### config.mk
export PLATFORM = sky130hd
export DESIGN_NAME = config_memory_unit_flat
export DESIGN_NICKNAME = d
export VERILOG_FILES = /design/src/rtl/smart_home_pkg.sv /design/src/rtl/config_memory_unit_if.sv /design/src/rtl/config_memory_unit_sat_counter.sv /design/src/rtl/config_memory_unit.sv /design/src/flat_wrapper.sv
export SDC_FILE = /design/constraint.sdc
export NUM_CORES = 1
export LEC_CHECK = 0
export ABC_AREA = 1
export CAP_MARGIN = 20
export CORE_MARGIN = 4
export CORE_UTILIZATION = 25
export DETAILED_ROUTE_END_ITERATION = 10
export PLACE_DENSITY = 0.47
export RECOVER_POWER = 100
export SLEW_MARGIN = 20
export SYNTH_ARGS = -nofsm -noshare
export SYNTH_HDL_FRONTEND = slang
export SYNTH_HIERARCHICAL = 1
export SYNTH_SLANG_ARGS = --single-unit
### constraint.sdc
create_clock -name clk -period 1.3 [get_ports clk]
set_input_delay 0.26 -clock clk [delete_from_list [all_inputs] [get_ports clk]]
set_output_delay 0.26 -clock clk [all_outputs]
set_load 0.1 [all_outputs]
### src/rtl/smart_home_pkg.sv
// Shared smart-home constants: config/key widths, reset key and the
// config-memory FSM state encoding used by config_memory_unit.
package smart_home_pkg;

    localparam int CFG_W = 35;
    localparam int KEY_W = 2;
    localparam logic [1:0] RESET_KEY = 2'b10;

    typedef enum logic [1:0] {
        CMU_IDLE    = 2'b00,
        CMU_CAPTURE = 2'b01,
        CMU_COMMIT  = 2'b10
    } cmu_state_e;

endpackage

### src/rtl/config_memory_unit_if.sv
// Bus between the control unit / device drivers and config_memory_unit.
interface config_memory_unit_if #(
    parameter int CFG_W = 35,
    parameter int KEY_W = 2,
    parameter int CNT_W = 8
);
    logic             write_en;
    logic [CFG_W-1:0] configin;
    logic             key_load;
    logic [KEY_W-1:0] key_new;
    logic [KEY_W-1:0] syskey;
    logic [CFG_W-1:0] config_q;
    logic             config_valid;
    logic             update_pulse;
    logic             key_rej;
    logic [CNT_W-1:0] write_count;
    logic [1:0]       dbg_state;

    modport master (
        output write_en, configin, key_load, key_new,
        input  syskey, config_q, config_valid, update_pulse, key_rej,
               write_count, dbg_state
    );

    modport slave (
        input  write_en, configin, key_load, key_new,
        output syskey, config_q, config_valid, update_pulse, key_rej,
               write_count, dbg_state
    );
endinterface

### src/rtl/config_memory_unit_sat_counter.sv
// Width-parameterised counter that increments on en and sticks at all-ones.
module sat_counter #(
    parameter int W = 8
) (
    input  logic         clk,
    input  logic         arst,
    input  logic         en,
    output logic [W-1:0] count
);
    logic [W-1:0] cnt_q;
    logic [W-1:0] cnt_d;

    always_comb begin
        cnt_d = cnt_q;
        if (en && (cnt_q != {W{1'b1}})) begin
            cnt_d = cnt_q + {{(W-1){1'b0}}, 1'b1};
        end
    end

    always_ff @(posedge clk or negedge arst) begin
        if (!arst) begin
            cnt_q <= '0;
        end else begin
            cnt_q <= cnt_d;
        end
    end

    assign count = cnt_q;
endmodule

### src/rtl/config_memory_unit.sv
// Config memory stage: stages a write session, commits it atomically on close
// if changed, guards key reload. Optional parity check under CFG_PARITY_EN.
module config_memory_unit #(
    parameter int               CFG_W     = smart_home_pkg::CFG_W,
    parameter int               KEY_W     = smart_home_pkg::KEY_W,
    parameter int               CNT_W     = 8,
    parameter logic [KEY_W-1:0] RESET_KEY = smart_home_pkg::RESET_KEY,
    parameter logic [CFG_W-1:0] RESET_CFG = '0
) (
    input  logic clk,
    input  logic arst,
`ifdef CFG_PARITY_EN
    input  logic parity_force,
    output logic parity_err,
`endif
    config_memory_unit_if.slave bus
);
    import smart_home_pkg::*;

    cmu_state_e       state_q, state_d;
    logic [CFG_W-1:0] staging_q, staging_d;
    logic [CFG_W-1:0] cfg_q, cfg_d;
    logic [KEY_W-1:0] syskey_q, syskey_d;
    logic             valid_q, valid_d;
    logic             update_pulse_q, update_pulse_d;
    logic             key_rej_q, key_rej_d;
    logic             commit_fire;
    logic             key_idle;

    // Key reload is only safe with no session open or starting this cycle.
    assign key_idle = (state_q == CMU_IDLE) && !bus.write_en;

    always_comb begin
        state_d        = state_q;
        staging_d      = staging_q;
        cfg_d          = cfg_q;
        syskey_d       = syskey_q;
        valid_d        = valid_q;
        update_pulse_d = 1'b0;
        key_rej_d      = 1'b0;
        commit_fire    = 1'b0;

        case (state_q)
            CMU_IDLE: begin
                if (bus.write_en) begin
                    staging_d = bus.configin;
                    state_d   = CMU_CAPTURE;
                end
            end
            CMU_CAPTURE: begin
                if (bus.write_en) begin
                    staging_d = bus.configin;
                end else if (staging_q != cfg_q) begin
                    state_d = CMU_COMMIT;
                end else begin
                    state_d = CMU_IDLE;
                end
            end
            CMU_COMMIT: begin
                cfg_d          = staging_q;
                update_pulse_d = 1'b1;
                valid_d        = 1'b1;
                commit_fire    = 1'b1;
                if (bus.write_en) begin
                    staging_d = bus.configin;
                    state_d   = CMU_CAPTURE;
                end else begin
                    state_d = CMU_IDLE;
                end
            end
            default: begin
                state_d = CMU_IDLE;
            end
        endcase

        if (bus.key_load) begin
            if (key_idle) begin
                syskey_d = bus.key_new;
            end else if (state_q != CMU_IDLE || bus.write_en) begin
                if (state_q == CMU_IDLE || state_q == CMU_CAPTURE || state_q == CMU_COMMIT) begin
                    key_rej_d = 1'b1;
                end
            end
        end
    end

    always_ff @(posedge clk or negedge arst) begin
        if (!arst) begin
            state_q        <= CMU_IDLE;
            staging_q      <= RESET_CFG;
            cfg_q          <= RESET_CFG;
            syskey_q       <= RESET_KEY;
            valid_q        <= 1'b0;
            update_pulse_q <= 1'b0;
            key_rej_q      <= 1'b0;
        end else begin
            state_q        <= state_d;
            staging_q      <= staging_d;
            cfg_q          <= cfg_d;
            syskey_q       <= syskey_d;
            valid_q        <= valid_d;
            update_pulse_q <= update_pulse_d;
            key_rej_q      <= key_rej_d;
        end
    end

    sat_counter #(.W(CNT_W)) u_write_count (
        .clk   (clk),
        .arst  (arst),
        .en    (commit_fire),
        .count (bus.write_count)
    );

`ifdef CFG_PARITY_EN
    logic parity_q, parity_d;
    logic parity_err_q, parity_err_d;

    // Even parity of the committed word; force flips the stored bit as seen by the checker.
    always_comb begin
        parity_d     = commit_fire ? (^staging_q) : parity_q;
        parity_err_d = (^cfg_q) != (parity_q ^ parity_force);
    end

    always_ff @(posedge clk or negedge arst) begin
        if (!arst) begin
            parity_q     <= ^RESET_CFG;
            parity_err_q <= 1'b0;
        end else begin
            parity_q     <= parity_d;
            parity_err_q <= parity_err_d;
        end
    end

    assign parity_err = parity_err_q;
`endif

    assign bus.syskey       = syskey_q;
    assign bus.config_q     = cfg_q;
    assign bus.config_valid = valid_q;
    assign bus.update_pulse = update_pulse_q;
    assign bus.key_rej      = key_rej_q;
    assign bus.dbg_state    = state_q;
endmodule

### src/flat_wrapper.sv
// flat-port wrapper written by rule: the top's interface ports become plain ports
module config_memory_unit_flat import smart_home_pkg::*;
#(
    parameter int               CFG_W     = smart_home_pkg::CFG_W,
    parameter int               KEY_W     = smart_home_pkg::KEY_W,
    parameter int               CNT_W     = 8,
    parameter logic [KEY_W-1:0] RESET_KEY = smart_home_pkg::RESET_KEY,
    parameter logic [CFG_W-1:0] RESET_CFG = '0
)
  (clk, arst, bus_write_en, bus_configin, bus_key_load, bus_key_new, bus_syskey, bus_config_q, bus_config_valid, bus_update_pulse, bus_key_rej, bus_write_count, bus_dbg_state);
  config_memory_unit_if #(.CFG_W(CFG_W), .KEY_W(KEY_W), .CNT_W(CNT_W)) bus_i ();
  input  logic clk;
  input  logic arst;
  input wire logic [$bits(bus_i.write_en)-1:0] bus_write_en;
  input wire logic [$bits(bus_i.configin)-1:0] bus_configin;
  input wire logic [$bits(bus_i.key_load)-1:0] bus_key_load;
  input wire logic [$bits(bus_i.key_new)-1:0] bus_key_new;
  output wire logic [$bits(bus_i.syskey)-1:0] bus_syskey;
  output wire logic [$bits(bus_i.config_q)-1:0] bus_config_q;
  output wire logic [$bits(bus_i.config_valid)-1:0] bus_config_valid;
  output wire logic [$bits(bus_i.update_pulse)-1:0] bus_update_pulse;
  output wire logic [$bits(bus_i.key_rej)-1:0] bus_key_rej;
  output wire logic [$bits(bus_i.write_count)-1:0] bus_write_count;
  output wire logic [$bits(bus_i.dbg_state)-1:0] bus_dbg_state;
  assign bus_i.write_en = bus_write_en;
  assign bus_i.configin = bus_configin;
  assign bus_i.key_load = bus_key_load;
  assign bus_i.key_new = bus_key_new;
  assign bus_syskey = bus_i.syskey;
  assign bus_config_q = bus_i.config_q;
  assign bus_config_valid = bus_i.config_valid;
  assign bus_update_pulse = bus_i.update_pulse;
  assign bus_key_rej = bus_i.key_rej;
  assign bus_write_count = bus_i.write_count;
  assign bus_dbg_state = bus_i.dbg_state;
  config_memory_unit #(.CFG_W(CFG_W), .KEY_W(KEY_W), .CNT_W(CNT_W), .RESET_KEY(RESET_KEY), .RESET_CFG(RESET_CFG)) u_core (.clk(clk), .arst(arst), .bus(bus_i));
endmodule
# After elaboration in Yosys (flattened, before gate mapping)
# Cells that the tools add are included.
totals:
  ff_bits: 85
  in_bits: 41
  out_inout_bits: 50
  elab_cells: 37
classes:
  add_sub_neg: 1
  n_eq_ne: 6
  muxes: 10
  n_reduce_logical: 12
op_table:
  columns: ["operator", "count"]
  rows:
  - ["35-bit != test", 1]
  - ["8-bit by 1-bit adder with 8-bit output, second input constant", 1]
  - ["8-bit != test, second input constant", 1]
  - ["1-bit two-way mux", 6]
  - ["2-bit two-way mux", 3]
  - ["2-bit case mux with 3 select lines", 1]
  - ["2-bit AND reduction", 3]
  - ["2-bit != test, second input constant", 2]
  - ["1-bit logical OR", 3]
  - ["3-bit OR reduction", 1]
  - ["2-bit by 1-bit == test with 1-bit output, second input constant", 1]
  - ["2-bit == test, second input constant", 1]
  - ["1-bit logical AND", 2]
  - ["2-bit zero test", 1]
  - ["2-bit nonzero test", 1]
  - ["1-bit zero test", 1]

# Logic depth before layout (Yosys ltp)
depth:
  ltp_word: 7
  ltp_mapped: 10
  ltp_nobuf: 9

# Hierarchy
# Netlist, hierarchy kept.
by_module_without_submodules:
  columns: ["module", "n_inst", "cells_each", "area_per_inst_um2", "seq_area_each_um2"]
  rows:
  - ["config_memory_unit", 1, 414, 3562.2, 1928.1]
  - ["sat_counter", 1, 63, 483.0, 200.2]

# Least setup slack after synthesis
# Ideal clock, no wire load.
synth_path:
  path_type: "reg2reg"
  start: "register u_core.state_q[1] (netlist: u_core/bus.dbg_state[1])"
  end: "register u_core.u_write_count.cnt_q[7] (netlist: u_core/u_write_count/count[7])"
  setup_ns: 0.119
  arrival_time_ns: 1.966
  required_ns: 1.181
  setup_slack_ns: -0.785
  stages_incl_launch_ff: 10
  path_buffers: 2
  period_less_slack_ns: 2.085
  path_cell_list: "dfrtp_1 > inv_2 > nor2_4 > buf_6 > buf_6 > nand2_1 > nor2_2 > nand3_1 > nand2_1 > nand2_1"
synth_via:
  elab_chain_cells: 3
synth_rtl:
  columns: ["item", "line_no", "source"]
  rows:
  - ["start: declaration", "config_memory_unit.sv:20", "cmu_state_e state_q, state_d;"]
  - ["start signal: assignment", "config_memory_unit.sv:97", "state_q <= state_d;"]
  - ["2-bit == test", "config_memory_unit.sv:43", "case (state_q)"]
  - ["1-bit two-way mux", "config_memory_unit.sv:43", null]
  - ["via u_core.commit_fire", "config_memory_unit.sv:27", "logic commit_fire;"]
  - ["1-bit logical AND", "config_memory_unit_sat_counter.sv:15", "if (en && (cnt_q != {W{1'b1}})) begin"]
  - ["end signal: assignment", "config_memory_unit_sat_counter.sv:24", "cnt_q <= cnt_d;"]
  - ["end: declaration", "config_memory_unit_sat_counter.sv:10", "logic [W-1:0] cnt_q;"]
# The timed path passes the listed nets, and every way through them passes these cells.
# A chain may end at the register's enable or synchronous reset.

# Final worst setup path
layout_path:
  start: "register u_core.state_q[1] (netlist: u_core/bus.dbg_state[1])"
  end: "output port bus_dbg_state[1]"
layout_lines:
  columns: ["item", "line_no", "source"]
  rows:
  - ["end: declaration", "flat_wrapper.sv:24", "output wire logic [$bits(bus_i.dbg_state)-1:0] bus_dbg_state;"]
# No word-level cell between the ends.

==> results by group <==
Outcome
  • Status: finished, violations left
  • Violations in the final reports: setup timing

Place
  • Placed Cells incl. Taps: 809
  • Pre-CTS setup slack: -0.181 ns
  • Port bufs: 90
  • Placed wire-length estimate after detailed placement: 7540 um
  • Final estimated routing congestion in global placement: approximately 0.73

Route
  • DRT Wirelength: 11300 um
  • Number of DRC markers in iteration 0: 207
  • Vias after detailed routing: 3465
  • Vias per cell: 4.09
  • DRC errors left: 0
  • Avg WL per Cell: roughly 13 um
  • Antenna Violating Nets Remaining: 0
  • Iteration count of the initial detailed-routing pass: 4

Timing
  • Transition time at the pin with the least slew margin: 0.521 ns
  • Count of final hold-check violations: 0
  • Final worst path period need: ~1.4 ns
  • Worst slack on hold paths: 0.407 ns
  • Setup_tns: -2.44 ns
  • Slack of the critical path: -0.0982 ns
  • Fin crit share: 108%
  • Unrepaired setup endpoints after global routing: true
  • Worst clock skew on the final layout: 0.00385 ns
  • Final Slew Violations: 0
  • Fmax: between 700 and 800 MHz
  • Count of final setup violators: a little over 60
  • Relative slew slack: between 60% and 70%

Synth
  • Top-area cell type share of the netlist area: 52.0%
  • Cells after Synth: between 400 and 500
  • Number of distinct standard cells referenced by the synthesized netlist: 29
  • Netlist area before placement: 4050 um2
  • Leading area contributor after synthesis: dfrtp_1
  • Number of storage elements in the synthesis netlist: 85
  • Most area-consuming cells after synthesis: dfrtp_1 52%, nand2_1 17%, inv_1 5.7%, o21ai_2 5.0%, o21ai_1 4.8%
  • Warnings, synthesis: 6
  • Synth Area per Inst: between 8 and 9 um2
  • Post-Synthesis Net Count: about 520
  • Sequential fraction of the synthesis area: 52.6%

Pwr
  • Power density over the cells: 1830 nW/um2
  • VDD IR-drop max: 1420 uV
  • Leakage: 3.16 nW

Floorplan
  • Die width: 135 um
  • Chip Height: 135 um
  • Die Footprint: approximately 18000 um2
  • Initial Utilization: 25.5%
  • IO Pins: 91
  • Site row count: 46
  • Core area: between 15000 and 20000 um2

Worst setup path
  • Required time worst endpoint: roughly 1.0 ns
  • Category of the critical setup timing path: reg2out
  • Critical path's slowest cell: dfrtp_4
  • Data arrival time at the worst-slack endpoint: about 1.1 ns
  • Endpoint kind of the worst setup timing path: output pin
  • Top Family by Delay on Critical Path: flip-flops
  • Combined buffer and inverter count along the critical path: 2
  • Worst-path maximum fanout: 4
  • CP cell instances: buf_6 > buf_12
  • Startpoint class of the critical path: flop
  • Maximum single-stage delay on the critical path: 0.51 ns

Clock network
  • Clock sink total: 85
  • Worst-Skew Late Latency: 0.34 ns
  • Number of CTS-inserted buffers: 9
  • CTS root buf: clkbuf_16
  • Number of buffers on the longest clock path: 2
  • CTS tree: yes
  • Clock transition time at the flip-flop clock pins of the worst setup and hold paths: 0.06 ns
  • H-tree depth: 3

Global route
  • Pin count of the biggest net entering global routing: between 40 and 50
  • Global route total overflow: 0
  • Total global-route track usage: between 10% and 20%
  • Global-route wire length before repair: between 15000 and 20000 um
  • Number of global-route vias before repair: 3530
  • Initial antenna violation count: 0

Finish
  • Fraction of final layout cells with drive strength greater than 1: 40.5%
  • Layout fillers: around 1600
  • Synthesis-to-layout area growth: 72.9%
  • Antenna diode count: 0
  • Commonest non-fill, non-tap cell in the layout: nand2_1
  • Commonest non-fill, non-tap cells in the layout: 158 x nand2_1, 56 x inv_1, 53 x buf_12, 41 x dfrtp_1, 39 x clkdlybuf4s50_1
  • Post-Layout Cell Count: 848
  • Count of nets after finishing: approximately 670
  • Share of the core filled with cells in the final layout: 44.0%

Job
  • Maxcap violations: 0

Worst hold path
  • Path category of the worst min-delay check: in2async
-- flip-flops by register name, summed over array words and instances, names as in the netlist --
signal,flops
u_core/bus.syskey,2
u_core/bus.key_rej,1
u_core/u_write_count/count,8
u_core/bus.config_valid,1
u_core/bus.update_pulse,1
u_core/staging_q,35
u_core/bus.config_q,35
u_core/bus.dbg_state,2
-- layer usage --
layer,vias to the layer above,global-route usage [%],part of all wire [%]
met4,0,4.70,1.4
met2,74,18.0,46
li1,1762,-,-
met1,1619,16.9,48
met5,-,0,0
met3,10,3.12,4.9
-- where the power goes --
part,switching [W],total (W),internal (W)
sequential,0.000508,0.00378,0.00327
combinational,0.00361,0.00599,0.00238
clock,0.00107,0.00301,0.00194
total,0.00518,0.0128,0.00759
-- cells in the mapped netlist (all sizes together) --
library cell,count
a21oi,1
buf,11
clkbuf,3
dfrtp,84
dfstp,1
ha,1
inv,65
mux2,2
nand2,184
nand3,5
nor2,30
nor3,4
nor3b,1
o21ai,69
or2,1
xnor2,7
xor2,8
-- stage by stage --
stage	power [W]	instance area, um2
3_5_place_dp	0.00940	6130
4_1_cts	0.0127	6690
6_report	0.0128	7000
2_1_floorplan	0.00706	4240
3_3_place_gp	0.00934	6130
5_1_grt	0.0134	7000
-- logic make-up (layout without fill, tap and decap cells) --
| family | Yosys count | after routing | synth area share [%] |
|---|---|---|---|
| buffers and inverters | 79 | 234 | 9.71 |
| adders and majority gates | 1 | 1 | 0.309 |
| AOI/OAI and AO/OA | 70 | 70 | 10.8 |
| and+or+nand+nor | 225 | 225 | 22.8 |
| DFF | 85 | 85 | 52.6 |
| muxes | 2 | 2 | 0.557 |
| xor gates and xnor gates | 15 | 15 | 3.25 |
-- final cells by class --
type                            instances  area [um2]  area share (%)
Timing Repair Buffer                  153        2150            30.7
Sequential cell                        85        2280            32.6
Clock buffer                           11         243            3.47
Clock inverter                          5         106            1.52
Multi-Input combinational cell        313        1700            24.3
Inverter                               65         254            3.63
Tap cell                              216         270            3.86
-- repair_timing --
item,CTS,global route
pin swaps,13,17
gates resized for setup,33,65
cloned,1,5
buffers inserted,9,12
endpoints found under the setup margin,51,101
hold buffers,1,0
endpoints found under the hold margin,35,0
-- worst paths after layout --
kind                                         start                       to  slack, ns  depth (start not counted)
setup / recovery           u_core/bus.dbg_state[1]         bus_dbg_state[1]       -0.1                          2
hold / removal                                arst     u_core/staging_q[11]       0.41                          2
setup reg to reg           u_core/bus.dbg_state[0]  u_core/bus.config_q[28]      -0.06                          5
hold reg to reg               u_core/staging_q[27]  u_core/bus.config_q[27]       0.51                          2
max in group asynchronous                     arst  u_core/bus.config_q[29]       0.12                          3
min in group clk                   bus_configin[6]      u_core/staging_q[6]       0.46                          3
(Power assumes the default switching activity.)
